### src/rtl/addsub_pkg.sv
// Shared definitions for the add/subtract sequencer: operand width, FSM states
// and requester ids.
package addsub_pkg;

    localparam int unsigned WIDTH = 8;

    typedef enum logic [1:0] {
        IDLE = 2'd0,
        COMP = 2'd1,
        ADD  = 2'd2,
        DONE = 2'd3
    } state_e;

    localparam logic REQ0 = 1'b0;
    localparam logic REQ1 = 1'b1;

endpackage

### src/rtl/rr_arbiter2.sv
// Two-input round-robin arbiter. The pointer remembers the last grantee and
// only moves when the parent reports an accept.
module rr_arbiter2
    import addsub_pkg::*;
(
    input  logic       clk,
    input  logic       rst_n,
    input  logic [1:0] valid,
    input  logic       accept,
    output logic [1:0] grant
);

    logic last_q, last_d;

    always_comb begin
        grant = 2'b00;
        unique case (valid)
            2'b01:   grant = 2'b01;
            2'b10:   grant = 2'b10;
            2'b11:   grant = (last_q == REQ1) ? 2'b01 : 2'b10;
            default: grant = 2'b00;
        endcase
        last_d = accept ? grant[1] : last_q;
    end

    // Reset to REQ1 so requester 0 takes the first tie.
    always_ff @(posedge clk or negedge rst_n) begin
        if (!rst_n) begin
            last_q <= REQ1;
        end else begin
            last_q <= last_d;
        end
    end

endmodule

### src/rtl/addsub_sequencer.sv
// Shares one 8-bit add/subtract datapath between two requesters, sequencing
// each operation through complement and add stages before returning a result.
module addsub_sequencer
    import addsub_pkg::*;
(
    input  logic             clk,
    input  logic             rst_n,
    input  logic             req0_valid,
    input  logic [WIDTH-1:0] req0_a,
    input  logic [WIDTH-1:0] req0_b,
    input  logic             req0_sub,
    output logic             req0_ready,
    input  logic             req1_valid,
    input  logic [WIDTH-1:0] req1_a,
    input  logic [WIDTH-1:0] req1_b,
    input  logic             req1_sub,
    output logic             req1_ready,
    output logic [WIDTH-1:0] tc_in,
    input  logic [WIDTH-1:0] tc_out,
    output logic             res_valid,
    input  logic             res_ready,
    output logic [WIDTH-1:0] res_data,
    output logic             res_id,
    output logic             res_ovf,
    output logic             res_cy,
    output logic             busy
);

    state_e           state_q, state_d;
    logic [WIDTH-1:0] a_q, a_d, b_q, b_d, beff_q, beff_d, data_q, data_d;
    logic             sub_q, sub_d, id_q, id_d, ovf_q, ovf_d, cy_q, cy_d;
    logic [1:0]       grant;
    logic             in_idle, accept;
    logic [WIDTH:0]   sum;

    // Gating with rst_n keeps both readies low while reset is held.
    assign in_idle    = (state_q == IDLE) && rst_n;
    assign accept     = in_idle && (req0_valid || req1_valid);
    assign req0_ready = in_idle && grant[0];
    assign req1_ready = in_idle && grant[1];

    rr_arbiter2 u_arb (
        .clk    (clk),
        .rst_n  (rst_n),
        .valid  ({req1_valid, req0_valid}),
        .accept (accept),
        .grant  (grant)
    );

    always_comb begin
        state_d = state_q;
        a_d     = a_q;
        b_d     = b_q;
        sub_d   = sub_q;
        id_d    = id_q;
        beff_d  = beff_q;
        data_d  = data_q;
        ovf_d   = ovf_q;
        cy_d    = cy_q;
        tc_in   = '0;
        sum     = {1'b0, a_q} + {1'b0, beff_q};
        unique case (state_q)
            IDLE: begin
                if (accept) begin
                    a_d     = grant[1] ? req1_a   : req0_a;
                    b_d     = grant[1] ? req1_b   : req0_b;
                    sub_d   = grant[1] ? req1_sub : req0_sub;
                    id_d    = grant[1] ? REQ1     : REQ0;
                    state_d = COMP;
                end
            end
            COMP: begin
                tc_in   = b_q;
                beff_d  = sub_q ? tc_out : b_q;
                state_d = ADD;
            end
            ADD: begin
                data_d = sum[WIDTH-1:0];
                // Subtract overflow uses the original B so B = 0x80 is handled.
                if (sub_q) begin
                    ovf_d = (a_q[WIDTH-1] != b_q[WIDTH-1]) && (sum[WIDTH-1] != a_q[WIDTH-1]);
                    cy_d  = (a_q < b_q);
                end else begin
                    ovf_d = (a_q[WIDTH-1] == b_q[WIDTH-1]) && (sum[WIDTH-1] != a_q[WIDTH-1]);
                    cy_d  = sum[WIDTH];
                end
                state_d = DONE;
            end
            DONE: begin
                if (res_ready) begin
                    state_d = IDLE;
                end
            end
            default: state_d = IDLE;
        endcase
    end

    always_ff @(posedge clk or negedge rst_n) begin
        if (!rst_n) begin
            state_q <= IDLE;
            a_q     <= '0;
            b_q     <= '0;
            sub_q   <= 1'b0;
            id_q    <= 1'b0;
            beff_q  <= '0;
            data_q  <= '0;
            ovf_q   <= 1'b0;
            cy_q    <= 1'b0;
        end else begin
            state_q <= state_d;
            a_q     <= a_d;
            b_q     <= b_d;
            sub_q   <= sub_d;
            id_q    <= id_d;
            beff_q  <= beff_d;
            data_q  <= data_d;
            ovf_q   <= ovf_d;
            cy_q    <= cy_d;
        end
    end

    assign res_valid = (state_q == DONE);
    assign busy      = (state_q != IDLE);
    assign res_data  = data_q;
    assign res_id    = id_q;
    assign res_ovf   = ovf_q;
    assign res_cy    = cy_q;

endmodule

### config.mk
export PLATFORM = sky130hd
export DESIGN_NAME = addsub_sequencer
export DESIGN_NICKNAME = d
export VERILOG_FILES = /design/src/rtl/addsub_pkg.sv /design/src/rtl/rr_arbiter2.sv /design/src/rtl/addsub_sequencer.sv
export SDC_FILE = /design/constraint.sdc
export NUM_CORES = 1
export LEC_CHECK = 0
export CORE_MARGIN = 10
export CORE_UTILIZATION = 40
export CTS_BUF_LIST = sky130_fd_sc_hd__clkbuf_2
export CTS_CLUSTER_SIZE = 24
export DETAILED_ROUTE_END_ITERATION = 8
export GPL_TIMING_DRIVEN = 0
export PLACE_DENSITY = 0.71
export SLEW_MARGIN = 20
export SYNTH_ARGS = -nofsm -noshare
export SYNTH_HDL_FRONTEND = slang
export SYNTH_SLANG_ARGS = --single-unit
export TNS_END_PERCENT = 100
### constraint.sdc
create_clock -name clk -period 1.9 [get_ports clk]
set_input_delay 0.38 -clock clk [delete_from_list [all_inputs] [get_ports clk]]
set_output_delay 0.38 -clock clk [all_outputs]
set_load 0.1 [all_outputs]
==> results_dict.tcl <==
set metrics [dict create \
    first_pass_iters 4 \
    cts.sinks 39 \
    wl_per_cell_um 16.99 \
    drt_iter0_drc 76 \
    finalMaxSlewViolations 0 \
    netlist_instances 235 \
    period_needed_ps 2000 \
    crit_buf_inv 3 \
    rr_worst_depth 7 \
    synth_compound_area_share_pct 19.63 \
    grt_pass1_wl_um 11070 \
    nFillCells 467 \
    cts_tree "yes" \
    place_congestion 0.8521 \
    worstPathArrival_ps 1620 \
    synth.distinct_cells 37 \
    cts-root-buf "clkbuf_2" \
    layout.nets 403 \
    finClkSkew_ps 16.17 \
    timing.rr.end "res_cy$_DFFE_PN0P_" \
    ys_ff_latch 39 \
    crit_family "flip-flops" \
    crit_start "state_q[1]$_DFFE_PN0P_" \
    grt_max_degree 28 \
    dieWidth_um 94.79 \
    ant_nets 0 \
    cpMaxStageDelayCell "dfrtp_1" \
    dp_cells 377 \
    synth_top_area_share_pct 42.51 \
    cp_max_fo 4 \
    critPathLaunchType "flip-flop" \
    core.rowCount 27 \
    ys.flop_type "dfrtp_1" \
    muxShareOfSynthArea_pct 6.544 \
    place_ws_ps -1535 \
    rsz0062_at_grt "yes" \
    start_util_pct 40.88 \
    path_class "reg -> out" \
    maxCapViolCount 0 \
    worst_slack_ps -100.3 \
    diodes 0 \
    max_stage_delay_ps 450 \
    seq_area_um2 978.4 \
    synth_adder_area_share_pct 12.08 \
    ys_warn_count 0 \
    fin_util_pct 65.43 \
    via_per_inst 5.194 \
    die_area_um2 8984 \
    core-area_um2 5473 \
    synthArstFlopShare_pct 100.0 \
    grt_pass1_vias 2274 \
    clkTransAtPathRegs_ps 220 \
    synth_area_leaders "dfrtp_1 43%, ha_1 11%, nor2_1 6.2%, o22ai_1 5.6%, a21oi_1 4.9%" \
    synth.cell_area_um2 2237 \
    area_growth_pct 60.07 \
    vias 2119 \
    htree_levels 2 \
    synth_top_family_by_area "compound AO/OA/AOI/OAI gates" \
    timing.rr.start "beff_q[0]$_DFFE_PN0N_" \
    pin_count 70 \
    hold_viol_final 0 \
    synth_area_per_cell_um2 9.520 \
    worstPathRequired_ps 1520 \
    cts_buffers 5 \
    routed_wl_um 6931 \
    whs_ps 39.93 \
    worstMarginPinSlew_ps 855.6 \
    antenna_found_initial 0 \
    cts_max_path_buffers 2 \
    synth_xor_area_share_pct 2.349 \
    synth_nets 303 \
    place.detailed.hpwl_um 4881 \
    grt_use_total_pct 15.47 \
    final_common_cell "clkdlybuf4s50_1" \
    yosysSeqAreaShare_pct 43.68 \
    max_freq_mhz 499.9 \
    violations "negative setup slack" \
    status "finished with violations" \
    finalCritPeriodShare_pct 105.3 \
    setup_viol 10 \
    drive_above_1_share_pct 28.27 \
    path_cells "inv_2 -> ha_4 -> o211a_4 -> nand2b_4 -> inv_4 -> buf_12" \
    end_kind "output port" \
    slew_headroom_pct 42.71 \
    layout_common_cells "45 x clkdlybuf4s50_1, 37 x nor2_1, 37 x dfrtp_1" \
    multi_input_area_um2 1301 \
    synth-edff-count 0 \
    port_buffers 69 \
    hold_class "in -> async" \
    ff2ff_setup_slack_ps -80 \
    route.detailed.drc 0 \
    die_y_um 94.79 \
    finalNonFillerCells 408 \
    clk_latency_ps 400 \
    yosysTopAreaCell "dfrtp_1" \
    yosys.area_share.simple_pct 11.35 \
    grt_overflow 0 \
]
[metal layers]
metal	up-vias	share of wire [%]	wire length [um]	global-route usage (%)
met4	0	0.53	37	3.741
li1	1031	-	-	-
met5	-	0	0	0
met1	1023	42	2899	17.43
met2	60	51	3540	27.69
met3	5	6.5	453	4.917
[Yosys cell counts, types with 2 or more instances]
master	count
o211ai_1	3
buf_1	2
nor2_1	37
dfrtp_1	38
inv_2	2
xnor2_1	5
o21ai_0	6
o22ai_1	20
mux2_2	3
nand2b_1	2
ha_1	20
and2_1	8
clkbuf_1	4
a21o_1	3
nand2_1	8
o21ai_1	5
inv_1	14
mux2i_1	9
buf_2	3
a211oi_2	2
a211oi_1	3
mux2_1	2
a21oi_1	22
[cell families (layout without fill, tap and decap cells)]
group	count (synthesis)	count (layout)
xor gates and xnor gates	6	6
buffers and inverters	25	126
adders and majority gates	21	21
DFF	39	39
AOI/OAI and AO/OA	71	71
and+or+nand+nor	59	59
muxes	14	14
[worst min-delay path: stages]
cell and delay [ps]:
buf_2 130, buf_12 130, buf_12 190
[metrics by stage]
step / area [um2] / TNS (ps)
after floorplan: 2251 / -14.09
after global placement: 3032 / -74260
after detailed placement: 3047 / -13890
after CTS: 3516 / -987.0
after global routing: 3581 / -1758
final: 3581 / -706.5
[flip-flops by register name, indices dropped and copies added, names as in the netlist]
name / flops
res_ovf: 1
res_cy: 1
a_q: 8
res_id: 1
b_q: 8
beff_q: 8
sub_q: 1
state_q: 2
res_data: 8
u_arb.last_q: 1
[layout make-up]
type                       count  area share, %
clock inverter                 3          1.083
sequential                    39          27.32
tap                           72          2.516
timing repair buffer          95          28.72
inverter                      16          1.817
multi-input combinational    171          36.34
clock buffer                   5         0.6988
buffer                         7          1.502
[what timing repair did]
item / in CTS / in global routing
resized for setup: 172 / 14
pin swaps: 5 / 10
hold buffers: 2 / 0
buffers inserted: 17 / 6
endpoints found under the hold margin: 11 / 0
endpoints found under the setup margin: 34 / 19
[worst max path at each step]
stage,cells after the start,to,slack (ps)
after detailed placement,6,req0_ready,-1540
after CTS,7,req1_ready,-190
final,6,req1_ready,-100
after global placement,5,req0_ready,-3180
after floorplan,7,res_cy$_DFFE_PN0P_,-10
after global routing,6,res_cy$_DFFE_PN0P_,-200
Power is not shown: default switching activity piles up to over one toggle a cycle in this logic, so the estimate is an artifact.
